## src/rtl/det_seq_ctrl_pkg.sv

```systemverilog
// Shared definitions for the pattern-detector sequencing controller.
// Holds the default datapath sizes and the controller state encoding.
package det_seq_ctrl_pkg;

    localparam int unsigned DEF_WIDTH = 8;
    localparam int unsigned DEF_CNT_W = 4;

    typedef enum logic [2:0] {
        ST_IDLE  = 3'd0,
        ST_CLEAR = 3'd1,
        ST_SHIFT = 3'd2,
        ST_DRAIN = 3'd3,
        ST_DONE  = 3'd4
    } state_t;

endpackage

```

## src/rtl/det_seq_ctrl_rr_arb2.sv

```systemverilog
// Two-way round-robin arbiter with a registered last-served pointer.
// Ports:
//   clk, reset    : clock, synchronous active-low reset
//   req0, req1    : requests (already qualified by the caller)
//   adv           : pointer may advance when a grant is issued
//   gnt0, gnt1    : combinational one-hot grant
module rr_arb2 (
    input  logic clk,
    input  logic reset,
    input  logic req0,
    input  logic req1,
    input  logic adv,
    output logic gnt0,
    output logic gnt1
);

    // 1 = requester 1 served last, so requester 0 wins the next tie
    logic last;

    // Lone request always wins; on a tie the one not served last wins
    always_comb begin
        gnt0 = req0 & (~req1 | last);
        gnt1 = req1 & (~req0 | ~last);
    end

    // Pointer follows every issued grant
    always_ff @(posedge clk) begin
        if (!reset) begin
            last <= 1'b1;
        end else if (adv && (gnt0 || gnt1)) begin
            last <= gnt1;
        end
    end

endmodule

```

## src/rtl/det_seq_ctrl.sv

```systemverilog
// Sequencing controller: arbitrates two word requesters, clears the serial
// detector, shifts the granted word in MSB-first and counts detector hits.
// Ports:
//   clk, reset          : clock, synchronous active-low reset
//   req0/req1, data0/1  : requester handshakes and words
//   gnt0/gnt1           : one-cycle grants (combinational in IDLE)
//   det_a, det_clr      : serial bit and clear pulse to the detector
//   det_b               : detector Moore output
//   busy, done          : activity flag and end-of-transaction pulse
//   match_cnt, owner    : saturating hit count and last served requester
module det_seq_ctrl
    import det_seq_ctrl_pkg::*;
#(
    parameter int unsigned WIDTH = DEF_WIDTH,
    parameter int unsigned CNT_W = DEF_CNT_W
) (
    input  logic             clk,
    input  logic             reset,
    input  logic             req0,
    input  logic             req1,
    input  logic [WIDTH-1:0] data0,
    input  logic [WIDTH-1:0] data1,
    output logic             gnt0,
    output logic             gnt1,
    output logic             det_a,
    output logic             det_clr,
    input  logic             det_b,
    output logic             busy,
    output logic             done,
    output logic [CNT_W-1:0] match_cnt,
    output logic             owner
);

    localparam int unsigned BIT_W = (WIDTH > 1) ? $clog2(WIDTH) : 1;

    state_t             state;
    state_t             state_next;
    logic [WIDTH-1:0]   sreg;
    logic [BIT_W-1:0]   bit_cnt;
    logic               arb_en;
    logic               granted;
    logic               counting;

    // Grants only in IDLE and never while reset is held
    assign arb_en   = (state == ST_IDLE) && reset;
    assign granted  = gnt0 | gnt1;
    assign counting = (state == ST_SHIFT) || (state == ST_DRAIN);

    rr_arb2 u_arb (
        .clk   (clk),
        .reset (reset),
        .req0  (req0 & arb_en),
        .req1  (req1 & arb_en),
        .adv   (arb_en),
        .gnt0  (gnt0),
        .gnt1  (gnt1)
    );

    // State register
    always_ff @(posedge clk) begin
        if (!reset) begin
            state <= ST_IDLE;
        end else begin
            state <= state_next;
        end
    end

    // Next-state logic
    always_comb begin
        state_next = state;
        case (state)
            ST_IDLE:  if (granted) state_next = ST_CLEAR;
            ST_CLEAR: state_next = ST_SHIFT;
            ST_SHIFT: if (bit_cnt == '0) state_next = ST_DRAIN;
            ST_DRAIN: state_next = ST_DONE;
            ST_DONE:  state_next = ST_IDLE;
            default:  state_next = ST_IDLE;
        endcase
    end

    // Moore outputs decoded from state and the shift register
    always_comb begin
        busy    = 1'b0;
        det_a   = 1'b0;
        det_clr = 1'b0;
        done    = 1'b0;
        case (state)
            ST_IDLE:  ;
            ST_CLEAR: begin busy = 1'b1; det_clr = 1'b1; end
            ST_SHIFT: begin busy = 1'b1; det_a = sreg[WIDTH-1]; end
            ST_DRAIN: busy = 1'b1;
            ST_DONE:  begin busy = 1'b1; done = 1'b1; end
            default:  ;
        endcase
    end

    // Shift register, bit counter, owner and saturating match counter
    always_ff @(posedge clk) begin
        if (!reset) begin
            sreg      <= '0;
            bit_cnt   <= '0;
            match_cnt <= '0;
            owner     <= 1'b0;
        end else begin
            if (state == ST_IDLE && granted) begin
                sreg      <= gnt1 ? data1 : data0;
                owner     <= gnt1;
                match_cnt <= '0;
                bit_cnt   <= BIT_W'(WIDTH - 1);
            end
            if (state == ST_SHIFT) begin
                sreg    <= sreg << 1;
                bit_cnt <= bit_cnt - BIT_W'(1);
            end
            // det_b is the detector's response to the previous det_a
            if (counting && det_b && (match_cnt != {CNT_W{1'b1}})) begin
                match_cnt <= match_cnt + CNT_W'(1);
            end
        end
    end

endmodule
```

## config.mk

```make
export PLATFORM = sky130hd
export DESIGN_NAME = det_seq_ctrl
export DESIGN_NICKNAME = d
export VERILOG_FILES = /design/src/rtl/det_seq_ctrl_pkg.sv /design/src/rtl/det_seq_ctrl_rr_arb2.sv /design/src/rtl/det_seq_ctrl.sv
export SDC_FILE = /design/constraint.sdc
export NUM_CORES = 1
export LEC_CHECK = 0
export ABC_CLOCK_PERIOD_IN_PS = 1450
export CORE_MARGIN = 4
export CORE_UTILIZATION = 45
export DETAILED_ROUTE_END_ITERATION = 8
export PLACE_DENSITY = 0.77
export SLEW_MARGIN = 20
export SYNTH_ARGS = -nofsm -noshare
export SYNTH_HDL_FRONTEND = slang
export SYNTH_SLANG_ARGS = --single-unit
```

## constraint.sdc

```tcl
create_clock -name clk -period 1.45 [get_ports clk]
set_input_delay 0.29 -clock clk [delete_from_list [all_inputs] [get_ports clk]]
set_output_delay 0.29 -clock clk [all_outputs]
set_load 0.02 [all_outputs]
```

* Yosys cells after proc, flatten, opt, wreduce, memory -nomap -nowiden *
Cells that the tools add are included.

storage, ports and cells
  memories kept = 0
  memory bits (read-only) = 0
  word-level logic and storage cells = 55
  output and inout bits = 11
  input bits = 21
  latch bits = 0
  register bits = 20
  bits in writable memories = 0

operators by class
  reductions and logical operators = 14
  multipliers = 0
  order comparisons = 0
  equal/unequal tests = 7
  bitwise gates (word level) = 11
  shifts and indexed selects = 0
  divide/modulo/power cells = 0
  mux-type cells = 14
  add/subtract/negate cells = 2

operator list
  operator                                                                number
  8-bit two-way mux                                                       3
  3-bit two-way mux                                                       4
  3-bit case mux with 4 select lines                                      1
  4-bit two-way mux                                                       2
  3-bit by 2-bit equality test with 1-bit output (second input constant)  2
  3-bit logical NOT                                                       2
  1-bit logical AND                                                       5
  4-bit by 1-bit adder with 4-bit output (second input constant)          1
  1-bit bitwise AND                                                       4
  1-bit two-way mux                                                       4
  2-bit inequality test (second input constant)                           2
  4-bit inequality test (second input constant)                           1
  1-bit NOT                                                               4
  2-bit nonzero test                                                      2
  4-bit OR reduction                                                      1
  3-bit by 1-bit equality test with 1-bit output (second input constant)  1
  3-bit equality test (second input constant)                             1
  1-bit OR                                                                3
  3-bit by 1-bit subtractor with 3-bit output (second input constant)     1
  1-bit logical OR                                                        2
  2-bit AND reduction                                                     1
  2-bit OR reduction                                                      1

* Depth between registers and ports, before layout *
  depth in word-level cells = 10
  gate-level depth with buffers = 5
  gate-level depth less buffers = 5

* Cells and area by module *
A second synthesis with hierarchy kept.

second synthesis, totals
  cell total of the unflattened synthesis = 122
  area total of the unflattened synthesis = 1139.8 um2

by module, submodules not included
  module        seq. area each (um2)  instances  cells an instance  area an instance (um2)
  det_seq_ctrl  380.4                 1          115                1081.0
  rr_arb2       20.0                  1          7                  58.8

* Worst setup path before layout *
OpenSTA, ideal clock, no wires.

  kind = register -> output
  from = reg state[2]
  to = out gnt1
  setup slack = -59 ps
  required time = 1160 ps
  buffers on the path = 1
  stages on the path, launching flop included = 5
  arrival time = 1219 ps
  cell sequence = dfxtp_1 buf_2 nor2_2 nand3_1 nor2_1

between the ends
  cells in the longest elaborated chain, start to end = 6
  elaborated cells on any way between the ends = 7
  those cells by class = bitwise (5); reduce/logical (2)

ends and longest elaborated chain
  what                    line                        text
  from (decl)             det_seq_ctrl.sv:36          state_t state;
  from (signal assigned)  det_seq_ctrl.sv:64          state <= state_next;
  3-bit logical NOT *     det_seq_ctrl.sv:45          assign arb_en = (state == ST_IDLE) && reset;
  1-bit logical AND *     det_seq_ctrl.sv:45
  1-bit bitwise AND       det_seq_ctrl.sv:52          .req0 (req0 & arb_en),
  1-bit NOT               det_seq_ctrl_rr_arb2.sv:23  gnt1 = req1 & (~req0 | ~last);
  1-bit OR                det_seq_ctrl_rr_arb2.sv:23
  1-bit bitwise AND *     det_seq_ctrl_rr_arb2.sv:23
  to (decl)               det_seq_ctrl.sv:24          output logic gnt1,

Mark *: on every way between the ends. The rest lies on a longest branch, timed or not.

* Final worst setup path *
  from = reg state[1]
  to = reg sreg[0]

between the ends
  cells in the longest elaborated chain, start to end = 8
  elaborated cells on any way between the ends = 15
  those cells by class = eq/ne (1); mux (1); bitwise (9); reduce/logical (4)

ends and longest elaborated chain
  what                                         line                                                    text
  3-bit logical NOT                            det_seq_ctrl.sv:45, det_seq_ctrl.sv:105
  1-bit logical AND                            det_seq_ctrl.sv:45
  1-bit bitwise AND, on equally long branches  det_seq_ctrl.sv:53, det_seq_ctrl.sv:52
  1-bit NOT, on equally long branches          det_seq_ctrl_rr_arb2.sv:22, det_seq_ctrl_rr_arb2.sv:23
  1-bit OR, on equally long branches           det_seq_ctrl_rr_arb2.sv:22, det_seq_ctrl_rr_arb2.sv:23
  1-bit bitwise AND, on equally long branches  det_seq_ctrl_rr_arb2.sv:22, det_seq_ctrl_rr_arb2.sv:23
  1-bit OR                                     det_seq_ctrl.sv:46                                      assign granted = gnt0 | gnt1;
  1-bit logical AND                            det_seq_ctrl.sv:105                                     if (state == ST_IDLE && granted) begin
  to (signal assigned)                         det_seq_ctrl.sv:106                                     sreg <= gnt1 ? data1 : data0;
  to (signal assigned)                         det_seq_ctrl.sv:112                                     sreg <= sreg << 1;
  to (decl)                                    det_seq_ctrl.sv:38                                      logic [WIDTH-1:0] sreg;

Parallel ways exist; a longest one is shown, timed or not.
A chain may end at the register's enable or synchronous reset.

==> summary.txt <==
GRT
  • Largest net degree at the start of global routing: 28
  • Total grt overflow: 0
  • GRT Overall Usage: 22.6%
  • Initial antenna violation count: 0
  • First-pass GRT wire length: 5640 um
  • Number of global-route vias before repair: 1181

Setup path
  • R2r startpoint: state[1]
  • Worst endpoint required time: 1.72 ns
  • CP Class: reg2reg
  • Critical R2R Capture: sreg[0]
  • CP Launch Point: state[1]
  • Crit start category: register
  • Critical Path End: sreg[0]
  • CP Max Fanout: 6
  • Worst Path Arrival: 1.81 ns
  • Reg-to-reg slack, setup: -0.09 ns
  • Setup crit end kind: register
  • FF-to-FF path depth: 6

STA
  • Least-Margin Pin Slew: 0.328 ns
  • Final setup margin: -0.0914 ns
  • Final Max Tran Viols: 0
  • Rel. slew slack: 78.0%
  • Unrepaired setup endpoints after global routing: yes
  • Part of the cycle the worst path needs: 106%
  • Final Hold Fails: 0
  • Final setup vio count: 20
  • Fmax achieved: 649 MHz
  • WHS: 0.435 ns
  • Tmin final: 1.54 ns
  • Worst Clk Skew: 0.00214 ns

Clock network
  • Clk Latency, worst-skew pair: 0.33 ns
  • Post-CTS Hold Fix Bufs: 0
  • Clock sinks: 20
  • CTS tree: yes
  • H-tree levels: 1
  • Clock transition at the registers of the reported paths: 0.13 ns
  • Max Buffers Root-to-Sink: 2
  • Num CTS Buffers: 3
  • Root Buffer: clkbuf_4

Floorplanning
  • Die height: 56.8 um
  • Die Width: 56.8 um
  • IO Pins: 32
  • Die Area: 3230 um^2
  • Total core area: 2230 um^2
  • Initial Utilization: 48.1%
  • Row cnt: 17

Detailed routing
  • Routed WL: 3730 um
  • Routed WL per cell: 17.4 um
  • Via density per instance: 5.73
  • Initial drt markers: 35
  • Vias: 1232
  • DRT antenna net count: 0
  • First-pass DRT Iterations: 4
  • DR DRC count: 0

Synthesis
  • Asr flop ratio synth: 0%
  • Largest area contributor in the netlist: dfxtp_1
  • Largest cells by area after synthesis: dfxtp_1, o21ai_0, nand2_1, a21oi_1, ha_1
  • Avg Synthesized Cell Area: 8.45 um^2
  • Seq/Total Area, Yosys: 37.3%
  • Netlist Area Pre-Place: 1070 um^2
  • Post-synth EDFFs: 0
  • Yosys warnings: 0
  • Post-Syn Nets: 151
  • Area fraction of the dominant cell type after synthesis: 37.3%
  • Synth Instances: 127
  • Predominant post-synthesis flop cell: dfxtp_1
  • Post-synth cell types: 35
  • #FFs+latches synth: 20

Finish
  • Fin util: 80.7%
  • Area of the multi-input gates: 702 um^2
  • P&R area growth vs syn: 67.8%
  • Seq. cell area: 413 um^2
  • Share of post-route cells with drive strength above 1: 33.7%
  • N_diodes: 0
  • Fillers: 137
  • Final layout net count: 212

Power and ir drop
  • Static leakage: 0.771 nW
  • Peak supply drop: 958 uV
  • PwrDens: 1150 nW/um^2

Worst hold path
  • Worst hold path type: in2reg
  • Worst Hold Launch: reset

Placed design
  • Post-DP HPWL: 2420 um
  • Final Wtd Congestion: 0.827
  • PortBufs: 31

Flow run
  • Max-Cap Viols: 0

Status
  • Run status: finished, violations left
  • Failing checks: negative setup slack
## cells in the mapped netlist (all sizes together) (4+ instances only)
| cell type | number |
|---|---|
| a21oi | 8 |
| buf | 5 |
| dfxtp | 20 |
| inv | 6 |
| nand2 | 14 |
| nand3 | 6 |
| nor2 | 7 |
| o21ai | 11 |
| o221ai | 4 |
| o22ai | 5 |
## worst max-delay path, stage by stage, from the launching register on
cell and delay, ns:
dfxtp_4 0.39, buf_4 0.15, buf_4 0.16, nor4b_4 0.36, nor2b_4 0.22, o21ai_0 0.09, a21oi_1 0.11
## how the worst min path moves through the flow
stage | to | slack, ns | depth (start not counted)
after floorplan | sreg[2] | 0.45 | 2
after global placement | owner | 0.47 | 1
after detailed placement | sreg[4] | 0.48 | 2
after CTS | sreg[4] | 0.51 | 2
after global routing | u_arb.last | 0.43 | 3
final | u_arb.last | 0.43 | 3
## flip-flops by register name, summed over array words and instances (netlist names)
register and count:
state 3, sreg 8, u_arb.last 1, match_cnt 4, bit_cnt 3, owner 1
## where the power goes
group / internal, mW / leakage, nW / switching, mW
clock: 0.280 / 0.0279 / 0.210
combinational: 0.455 / 0.577 / 0.428
sequential: 0.637 / 0.166 / 0.0624
## logic make-up after synthesis
kind of cell | after synthesis | synth area share (%)
and+or+nand+nor | 47 | 26.2
AOI/OAI and AO/OA | 42 | 26.0
buffers and inverters | 13 | 5.36
adders and majority gates | 3 | 3.50
xor gates and xnor gates | 2 | 1.63
DFF | 20 | 37.3
## placed cells by master (no fill, tap or decap), types with 3 or more instances in the layout
master            n
o221ai_1          4
dlygate4sd2_1     5
nand3b_1          3
buf_4            29
inv_1             6
o22ai_1           5
clkbuf_4          3
nand3_1           5
clkdlybuf4s50_1  17
ha_1              3
buf_6             8
dfxtp_4           3
nand2_1          12
nor2_4            4
o21ai_0           6
o21ai_1           5
o211ai_1          3
a21oi_1           8
nor2_1            3
dfxtp_1          16
## stage by stage
| stage | total power, mW | TNS [ns] | cells | instance area [um^2] | setup WS, ns |
|---|---|---|---|---|---|
| 6_report | 2.07 | -0.971 | 215 | 1800 | -0.0914 |
| 3_3_place_gp | 1.39 | -8.10 | 204 | 1580 | -0.560 |
| 2_1_floorplan | 1.08 | -0.00362 | 127 | 1080 | -0.00362 |
| 4_1_cts | 2.00 | -0.523 | 214 | 1730 | -0.0913 |
| 3_5_place_dp | 1.42 | -9.28 | 204 | 1580 | -0.573 |
| 5_1_grt | 2.19 | -1.97 | 215 | 1800 | -0.150 |
## area by class of cell
type	instances	area share (%)
Sequential cell	20	22.9
Tap cell	28	1.94
Timing Repair Buffer	63	32.0
Inverter	6	1.25
Clock buffer	3	1.25
Clock inverter	1	1.67
Multi-Input combinational cell	94	39.0
## per-layer routing
layer	up-vias	global-route usage, %	wire [um]
met3	14	5.06	173
met4	0	6.95	102
met5	-	0	0
met2	35	38.3	1940
met1	586	28.3	1520
li1	597	-	-
## repair_timing
action	4_1_cts	5_1_grt
pin swaps	5	9
buffers inserted	6	1
setup endpoints to repair	25	23
cloned	0	0
resized for setup	60	21
Note: power is estimated with default switching activity, not from simulation.
